--- src/rtl/approx_sel_ctrl.sv ---
`default_nettype none
// ============================================================================
// Module   : approx_sel_ctrl
// Purpose  : Window-based accuracy controller placed in front of the
//            exact/approximate multiplier mux array. Each window of WIN_LEN
//            operand pairs passes through a single register stage. The first
//            cfg_exact_cnt beats of a window are tagged exact (out_sel=1) and
//            the remaining beats approximate (out_sel=0). cfg_bypass forces
//            the whole window to be exact.
// Ports    : clk, rst_n          - clock, asynchronous active-low reset
//            start               - begins a window (sampled only in IDLE)
//            cfg_exact_cnt       - exact beats per window (latched on start)
//            cfg_bypass          - whole window exact (latched on start)
//            in_valid/in_ready   - upstream handshake
//            in_a, in_b          - operands
//            out_valid/out_ready - downstream handshake
//            out_a, out_b        - registered operands
//            out_sel             - 1 exact, 0 approximate
//            out_last            - final beat of the window
//            busy                - window active or output pair pending
//            done                - final beat accepted downstream this cycle
// Revision : 1.0 - initial release
// ============================================================================
module approx_sel_ctrl #(
    parameter int DW      = 8,
    parameter int WIN_LEN = 16,
    parameter int CNT_W   = 5
) (
    input  logic             clk,
    input  logic             rst_n,
    input  logic             start,
    input  logic [CNT_W-1:0] cfg_exact_cnt,
    input  logic             cfg_bypass,
    input  logic             in_valid,
    output logic             in_ready,
    input  logic [DW-1:0]    in_a,
    input  logic [DW-1:0]    in_b,
    output logic             out_valid,
    input  logic             out_ready,
    output logic [DW-1:0]    out_a,
    output logic [DW-1:0]    out_b,
    output logic             out_sel,
    output logic             out_last,
    output logic             busy,
    output logic             done
);

    localparam logic [1:0] S_IDLE   = 2'd0;
    localparam logic [1:0] S_EXACT  = 2'd1;
    localparam logic [1:0] S_APPROX = 2'd2;

    localparam logic [CNT_W-1:0] c_last_idx = CNT_W'(WIN_LEN - 1);
    localparam logic [CNT_W-1:0] c_win_len  = CNT_W'(WIN_LEN);
    localparam logic [CNT_W-1:0] c_one      = CNT_W'(1);

    logic [1:0]       r_state;
    logic [1:0]       w_state_nxt;
    logic [CNT_W-1:0] r_idx;
    logic [CNT_W-1:0] r_cfg_cnt;
    logic             r_cfg_bypass;

    logic             r_out_valid;
    logic [DW-1:0]    r_out_a;
    logic [DW-1:0]    r_out_b;
    logic             r_out_sel;
    logic             r_out_last;

    logic             w_start_acc;
    logic             w_accept;
    logic             w_last_beat;
    logic             w_exact_end;

    // Single-stage pipe: a new pair may enter whenever the output register
    // is empty or being drained in the same cycle.
    assign in_ready    = (r_state != S_IDLE) && (!r_out_valid || out_ready);
    assign w_accept    = in_valid && in_ready;
    assign w_last_beat = (r_idx == c_last_idx);

    // Leaving the exact phase early only applies when the exact count is
    // smaller than the window; otherwise the whole window stays exact.
    assign w_exact_end = !r_cfg_bypass && (r_cfg_cnt < c_win_len) &&
                         (r_idx == (r_cfg_cnt - c_one));

    always_comb begin
        w_state_nxt = r_state;
        w_start_acc = 1'b0;
        case (r_state)
            S_IDLE: begin
                if (start) begin
                    w_start_acc = 1'b1;
                    if (cfg_bypass || (cfg_exact_cnt != '0)) begin
                        w_state_nxt = S_EXACT;
                    end else begin
                        w_state_nxt = S_APPROX;
                    end
                end
            end
            S_EXACT: begin
                if (w_accept) begin
                    // End of window wins over the exact->approx switch.
                    if (w_last_beat) begin
                        w_state_nxt = S_IDLE;
                    end else if (w_exact_end) begin
                        w_state_nxt = S_APPROX;
                    end
                end
            end
            S_APPROX: begin
                if (w_accept && w_last_beat) begin
                    w_state_nxt = S_IDLE;
                end
            end
            default: begin
                w_state_nxt = S_IDLE;
            end
        endcase
    end

    always_ff @(posedge clk or negedge rst_n) begin
        if (!rst_n) begin
            r_state <= S_IDLE;
        end else begin
            r_state <= w_state_nxt;
        end
    end

    always_ff @(posedge clk or negedge rst_n) begin
        if (!rst_n) begin
            r_idx        <= '0;
            r_cfg_cnt    <= '0;
            r_cfg_bypass <= 1'b0;
        end else if (w_start_acc) begin
            r_idx        <= '0;
            r_cfg_cnt    <= cfg_exact_cnt;
            r_cfg_bypass <= cfg_bypass;
        end else if (w_accept) begin
            r_idx <= w_last_beat ? '0 : (r_idx + c_one);
        end
    end

    always_ff @(posedge clk or negedge rst_n) begin
        if (!rst_n) begin
            r_out_valid <= 1'b0;
            r_out_a     <= '0;
            r_out_b     <= '0;
            r_out_sel   <= 1'b0;
            r_out_last  <= 1'b0;
        end else if (w_accept) begin
            r_out_valid <= 1'b1;
            r_out_a     <= in_a;
            r_out_b     <= in_b;
            r_out_sel   <= (r_state == S_EXACT);
            r_out_last  <= w_last_beat;
        end else if (out_ready) begin
            r_out_valid <= 1'b0;
        end
    end

    assign out_valid = r_out_valid;
    assign out_a     = r_out_a;
    assign out_b     = r_out_b;
    assign out_sel   = r_out_sel;
    assign out_last  = r_out_last;
    assign busy      = (r_state != S_IDLE) || r_out_valid;
    assign done      = r_out_valid && out_ready && r_out_last;

endmodule
`default_nettype wire

--- config.mk ---
export PLATFORM = sky130hd
export DESIGN_NAME = approx_sel_ctrl
export DESIGN_NICKNAME = d
export VERILOG_FILES = /design/src/rtl/approx_sel_ctrl.sv
export SDC_FILE = /design/constraint.sdc
export NUM_CORES = 1
export LEC_CHECK = 0
export ABC_AREA = 1
export BUFFER_PORTS_ARGS = -buffer_cell sky130_fd_sc_hd__buf_2
export CAP_MARGIN = 20
export CORE_ASPECT_RATIO = 1.2
export CORE_MARGIN = 2
export CORE_UTILIZATION = 40
export CTS_BUF_LIST = sky130_fd_sc_hd__clkbuf_16
export DETAILED_ROUTE_END_ITERATION = 16
export PLACE_DENSITY_LB_ADDON = 0.12
export SETUP_SLACK_MARGIN = 0.15
export SLEW_MARGIN = 20
export SYNTH_ARGS = -nofsm -noshare
export SYNTH_HDL_FRONTEND = slang
export SYNTH_SLANG_ARGS = --single-unit
--- constraint.sdc ---
create_clock -name clk -period 1.5 [get_ports clk]
set_input_delay 0.375 -clock clk [delete_from_list [all_inputs] [get_ports clk]]
set_output_delay 0.375 -clock clk [all_outputs]
set_load 0.1 [all_outputs]
[Yosys cells after proc, flatten, opt, wreduce, memory -nomap -nowiden]
Cells that the tools add are included.
Word-level totals
  register bits: 32
  input bits: 27
  output and inout bits: 22
  logic and storage cells: 52
Cells by class
  add/sub/neg operators: 2
  magnitude comparators: 1
  equality and inequality tests: 8
  multiplexer cells: 14
  reduce and logical (&&, ||, !) cells: 18
Operators by type and width (number)
  $mux W5: 3
  $mux W2: 6
  $logic_and A1 B1 Y1: 7
  $ne A2 B2 Y1 const B: 3
  $pmux W2 S3: 1
  $reduce_bool A2 Y1: 3
  $add A5 B1 Y5 const B: 1
  $eq A5 B4 Y1 const B: 1
  $eq A5 B5 Y1: 1
  $lt A5 B5 Y1 const B: 1
  $reduce_bool A5 Y1: 1
  $sub A5 B1 Y5 const B: 1
  $mux W1: 4
  $reduce_and A4 Y1: 1
  $logic_or A1 B1 Y1: 3
  $ne A3 B3 Y1 const B: 1
  $eq A2 B1 Y1 const B: 1
  $eq A2 B2 Y1 const B: 1
  $logic_not A1 Y1: 2
  $logic_not A2 Y1: 1

[Longest topological paths before layout]
Gate-level depths: netlist of the first run.
  depth in word-level cells: 7
  mapped depth: 12
  gate-level depth less buffers: 12

[Worst setup path after synthesis of the first run]
OpenSTA, ideal clock, no wires.
  path kind: register to output
  start point: register r_out_valid (netlist: out_valid)
  end point: output port done
  arrival time: 3.229 ns
  path slack: -2.104 ns
  cell stages (with the launch flop): 3
  path buffers: 0
  cells stage by stage: dfrtp_1 -> inv_1 -> nor3_1
Between the ends
  cells in the longest elaborated chain, start to end: 2
RTL lines
  from (decl): RTL line 62  | logic r_out_valid;
  from (signal assigned): RTL line 143  | r_out_valid <= 1'b0;
  from (signal assigned): RTL line 149  | r_out_valid <= 1'b1;
  from (signal assigned): RTL line 155  | r_out_valid <= 1'b0;
  $logic_and A1 B1 Y1 (2 in a row): RTL line 165  | assign done = r_out_valid && out_ready && r_out_last;
  to (decl): RTL line 45  | output logic done
No other way between the ends.

[Worst setup path after layout of the first run]
  start point: register r_out_valid (netlist: out_valid)
  end point: output port in_ready
Between the ends
  cells in the longest elaborated chain, start to end: 3
RTL lines
  $logic_not A1 Y1: RTL line 75  | assign in_ready = (r_state != S_IDLE) && (!r_out_valid || out_ready);
  $logic_or A1 B1 Y1: RTL line 75
  $logic_and A1 B1 Y1: RTL line 75
  to (decl): RTL line 35  | output logic in_ready,
No other way between the ends.

==> impl_metrics.ini, run 1 <==
[status]
status = complete, but fails checks
violations = negative setup slack

[critical_path]
critPathLaunchType = flip-flop
worstSetupPathType = reg2out
timing.rr.start = out_valid$_DFFE_PN0P_
worst_ep_arrival_time_ps = 1150
crit_fanout = 3
worstSetupStartpoint = out_valid$_DFFE_PN0P_
cp-end-kind = output pin
worstPathRequired_ps = 1120
reg2reg_depth = 6

[sta]
timing.fmax_mhz = 655
hold_violations = 0
maxSlewViolCount = 0
finClkSkew_ps = 5.23
period_needed_ps = 1530
worst_slew_pin_slew_ps = 330
rsz0062_at_grt = yes
worst_slack_ps = -26.0
slew_headroom = 0.780
finalSetupViolations = 3
finalCritPeriodShare = 1.02

[global_route]
grt_overflow = 0
antenna_found_initial = 0
grt_pass1_vias = 1465
grt_max_degree = 20
grt.total_usage = 0.190
grt_pass1_wl_um = 6190

[job]
cap_viol_max_count = 0

[drt]
ant_nets = 0
drcViolationCount = 0
dr.pass1.iters = 4
wl_per_cell_um = 12.8
viasPerCell = 4.72
vias = 1525
dr.first_iter.drc_count = 69
wl_um = 4130

[finish]
n_antenna_cell = 0
final_nets = 299
fin_util = 0.721
n_fill_cell = 281
drive_gt1_frac = 0.509
area_growth_pct = 70.8
final-seq-area_um2 = 808
final_area_um2 = 2660
multi_input_area_um2 = 881

[synthesis]
synthesis.area_um2 = 1560
synth-seq-cells = 32
synth_area_per_cell_um2 = 7.91
synth_edf_count = 0
ys.warnings.count = 0
synthCells = 197
synth.distinct_cells = 25
synth_ff_type = dfrtp_1
async_flop_share = 1.00
yosysSeqAreaShare = 0.514
synth_nets = 226

[worst_hold_path]
min_path_type = in2reg
whs_path_depth = 2
hp-start = out_ready

[floorplan]
pin_count = 49
die_h_um = 72.4
rows = 24
floorplan.initialDensity = 0.422
core_area_um2 = 3690
die-area_um2 = 4410
die_width_um = 61.0

[clocking]
cts_inserted_buffers = 5
insertion_delay_ps = 270
clock_path_buffers = 2
cts_tree = yes
cts_root_buf = clkbuf_16
h-tree-depth = 2
cts.reportedPaths.clkPinSlew_ps = 50
clock-sinks = 32

[placed_design]
numPortBuffers = 48
gp_congestion = 0.773
preCtsSetupSlack_ps = 0.414
place_area_um2 = 1990
post-dp-hpwl_um = 2680
[synthesized netlist by cell type, drive strengths merged (2+ instances only)]
cell type  number  area (µm²)
nor2           20        85.1
nor3            2        15.0
ha              2        25.0
inv            20        75.1
nand3          11        55.1
o21ai           9        45.0
buf             6        45.0
dfrtp          32         801
o31ai           2        15.0
a21oi           3        26.3
xor2            2        17.5
nand2          84         323
[registers in the layout, indices dropped and copies added, names as in the netlist, 2 cells and up]
| name | cells |
|---|---|
| out_a | 8 |
| out_b | 8 |
| r_cfg_cnt | 5 |
| r_idx | 5 |
| r_state | 2 |
[routing by layer]
layer | wire, µm | vias to the layer above | track usage
met3 | 181 | 7 | 0.0517
met1 | 1600 | 726 | 0.213
li1 | - | 757 | -
met5 | 0 | - | 0
met2 | 2270 | 35 | 0.323
met4 | 77 | 0 | 0.0990
[area by class of cell]
type,instances,area share
repair buffers,72,0.256
flip-flops and latches,32,0.304
clock inverters,3,0.00423
inverters,20,0.0339
multi-input cells,139,0.331
well taps,52,0.0244
clock buffers,5,0.0470
[what timing repair did]
item / CTS / global route
hold endpoints to repair: 12 / 0
setup endpoints to repair: 40 / 36
gates resized for setup: 30 / 81
gates cloned: 0 / 3
pin swaps: 5 / 16
hold buffers: 1 / 0
buffers inserted: 7 / 3
[layout by cell type, fill, tap and decap left out, types with 2 or more instances in the layout]
cell,Yosys,final
nand2_1,83,48
dfrtp_1,32,30
buf_2,3,26
nand2_2,0,25
buf_4,1,21
nor2_1,18,16
inv_1,19,14
nand2_4,1,10
buf_6,2,10
nand3_1,11,9
clkbuf_16,0,8
buf_12,0,6
inv_2,1,5
o21ai_1,2,5
buf_8,0,5
nor2_4,1,3
o21ai_0,7,3
xor2_1,2,2
a21oi_2,0,2
nand3_2,0,2
o31ai_4,0,2
clkinv_1,0,2
dfrtp_4,0,2
[critical path, stage by stage, from the launching register on]
cell and delay (ps):
dfrtp_4 500, a21oi_4 180, buf_12 190
[path summary, 6_finish.rpt]
check                      slack [ps]                    end
min                               270  out_valid$_DFFE_PN0P_
max                               -30               in_ready
max in group asynchronous         560   out_b[1]$_DFFE_PN0P_
max reg2reg                        20   r_idx[3]$_DFFE_PN0P_
min reg2reg                       490   out_a[4]$_DFFE_PN0P_
min in group asynchronous         530   out_a[3]$_DFFE_PN0P_
[through the flow]
step                      hold WS (ps)  setup TNS, ps  instances
after floorplan                   79.4         -10210        197
after global placement             289              0        301
after detailed placement           290              0        301
after CTS                          286          -32.0        317
after global routing               290           -186        323
final                              271          -45.1        323
[kinds of logic after synthesis]
| logic type | synth area share |
|---|---|
| and+or+nand+nor | 0.311 |
| DFF | 0.514 |
| buffers and inverters | 0.0771 |
| AOI/OAI and AO/OA | 0.0651 |
| xor gates and xnor gates | 0.0169 |
| adders and majority gates | 0.0161 |
Power of run 1 is left out: the tool's default activity adds up to more than one toggle a clock period on the data nets, which glitch-free logic cannot reach.
==> inputs of run 2 (changes only) <==
--- a/config.mk
+++ b/config.mk
@@ -5,7 +5,6 @@
 export SDC_FILE = /design/constraint.sdc
 export NUM_CORES = 1
 export LEC_CHECK = 0
-export ABC_AREA = 1
 export BUFFER_PORTS_ARGS = -buffer_cell sky130_fd_sc_hd__buf_2
 export CAP_MARGIN = 20
 export CORE_ASPECT_RATIO = 1.2
==> impl_metrics.ini, run 2 <==
[clocking]
cts_inserted_buffers = 5
h-tree-depth = 2
postCtsHoldBufs = 0
cts_root_buf = clkbuf_16
cts.reportedPaths.clkPinSlew_ps = 50
clock_path_buffers = 2
insertion_delay_ps = 280
clock-sinks = 32
cts_tree = yes

[synthesis]
synthCells = 122
async_flop_share = 1.00
synth-seq-cells = 32
yosys-top-cells-count = dfrtp_1 (32), mux2_4 (12), mux2_2 (11)
yosysTopAreaCell = dfrtp_1
synth_most_common_cell = dfrtp_1
synth_area_per_cell_um2 = 12.8
synth_nets = 151
synth_edf_count = 0
ys.warnings.count = 0
yosysSeqAreaShare = 0.512
synth_ff_type = dfrtp_1
synthesis.area_um2 = 1570
synthTopCellsByArea = dfrtp_1 (51%), mux2_4 (12%), mux2_2 (7.9%)
synth.distinct_cells = 38
synth_top_area_frac = 0.512

[status]
violations = negative setup slack
status = complete, but fails checks

[floorplan]
rows = 24
die_width_um = 61.1
core_area_um2 = 3690
floorplan.initialDensity = 0.424
die_h_um = 72.5
pin_count = 49
die-area_um2 = 4430

[global_route]
grt_max_degree = 22
grt_overflow = 0
grt.total_usage = 0.180
grt_pass1_vias = 1319
grt_pass1_wl_um = 5860
antenna_found_initial = 0

[finish]
area_growth_pct = 59.0
n_antenna_cell = 0
fin_util = 0.674
final_area_um2 = 2490
final-seq-area_um2 = 808
n_fill_cell = 272
most-common-layout-cells = dfrtp_1 (30), buf_4 (30), buf_2 (26)
drive_gt1_frac = 0.660
multi_input_area_um2 = 843
final_nets = 222

[sta]
finalSetupViolations = 3
hold_violations = 0
maxSlewViolCount = 0
rsz0062_at_grt = yes
finalCritPeriodShare = 1.10
worst_slack_ps = -147
slew_headroom = 0.680
timing.fmax_mhz = 607
worst_slew_pin_slew_ps = 480
whs_ps = 55.0
finClkSkew_ps = 5.67
period_needed_ps = 1650
setup_tns_ps = -396

[drt]
wl_per_cell_um = 14.7
viasPerCell = 4.95
dr.pass1.iters = 4
dr.first_iter.drc_count = 45
drcViolationCount = 0
ant_nets = 0
wl_um = 3620
vias = 1217

[pwr]
power_density_nw_per_um2 = 2120
leakagePower_nw = 1.19
p_total_mw = 5.26
ir_drop_uv = 1320

[critical_path]
r2r_end = out_b[2]$_DFFE_PN0P_
cp-end-kind = output pin
worstSetupPathType = reg2out
reg2reg_depth = 5
worst_ep_arrival_time_ps = 1270
timing.rr.start = r_state[0]$_DFFE_PN0P_
crit_fanout = 3
worstPathRequired_ps = 1120
critPathLaunchType = flip-flop
rrSetupSlack_ps = 0

[placed_design]
gp_congestion = 0.767
place_area_um2 = 2080
numPortBuffers = 48
post-dp-hpwl_um = 2420

[worst_hold_path]
min_path_type = in2async

[job]
cap_viol_max_count = 0
run 2: cell types whose count changed after synthesis, sizes merged, moves of 3 or more:
cell,delta
nand2,-80
mux2,+23
nor2,-16
inv,-15
nand3,-6
o21ai,-6
a31oi,+4
nand2b,+3
xnor2,+3
run 2: worst max-delay path: stages, from the launching register on:
cell and delay [ps]:
dfrtp_4 480, or3_4 350, buf_12 170
run 2: logic make-up (layout without fill, tap and decap cells):
kind of cell	after synthesis	in the layout	share of synthesized area
buf+inv	11	83	0.0408
fa+ha+maj	2	2	0.0160
flops	32	32	0.512
compound gates	17	17	0.0783
mux	24	24	0.201
xor+xnor	6	6	0.0336
simple gates	30	30	0.119
run 2: how the worst max path moves through the flow:
stage | from | endpoint | cells past startpoint
after global routing | out_valid$_DFFE_PN0P_ | busy | 2
final | out_valid$_DFFE_PN0P_ | busy | 2
after detailed placement | cfg_exact_cnt[3] | r_state[0]$_DFFE_PN0P_ | 5
after CTS | out_valid$_DFFE_PN0P_ | busy | 2
after floorplan | out_valid$_DFFE_PN0P_ | in_ready | 3
after global placement | cfg_exact_cnt[3] | r_state[0]$_DFFE_PN0P_ | 5
run 2: timing repair:
| action | CTS | global route |
|---|---|---|
| gates resized for setup | 33 | 19 |
| pin swaps | 8 | 11 |
| gates cloned | 1 | 0 |
| setup endpoints to repair | 44 | 35 |
| buffers inserted | 4 | 1 |
run 2: final cells by class:
class / instances / area share
Timing Repair Buffer: 70 / 0.237
Sequential cell: 32 / 0.325
Multi-Input combinational cell: 79 / 0.339
Clock buffer: 5 / 0.0503
Clock inverter: 3 / 0.0151
Tap cell: 52 / 0.0261
Inverter: 5 / 0.00754
run 2: report_power, final:
part           leakage [nW]  switching (mW)  total (mW)  internal (mW)
clock                0.0789           0.350        1.12          0.770
combinational         0.730            1.69        2.77           1.08
sequential            0.379           0.244        1.38           1.13
total                  1.19            2.28        5.26           2.98
run 2: metal layers:
| metal | share of wire | GRT usage | wire length [µm] | vias up |
|---|---|---|---|---|
| li1 | - | - | - | 583 |
| met1 | 0.42 | 0.218 | 1510 | 593 |
| met2 | 0.52 | 0.288 | 1870 | 34 |
| met3 | 0.051 | 0.0570 | 184 | 7 |
| met4 | 0.016 | 0.0773 | 59 | 0 |
| met5 | 0 | 0 | 0 | - |
run 2: through the flow:
step,setup WS (ps),std cells
final,-147,246
after CTS,-153,245
after global placement,-46.1,232
after global routing,-172,246
after floorplan,-81.7,122
after detailed placement,-87.1,232
Power figures use the tool's default switching activity.
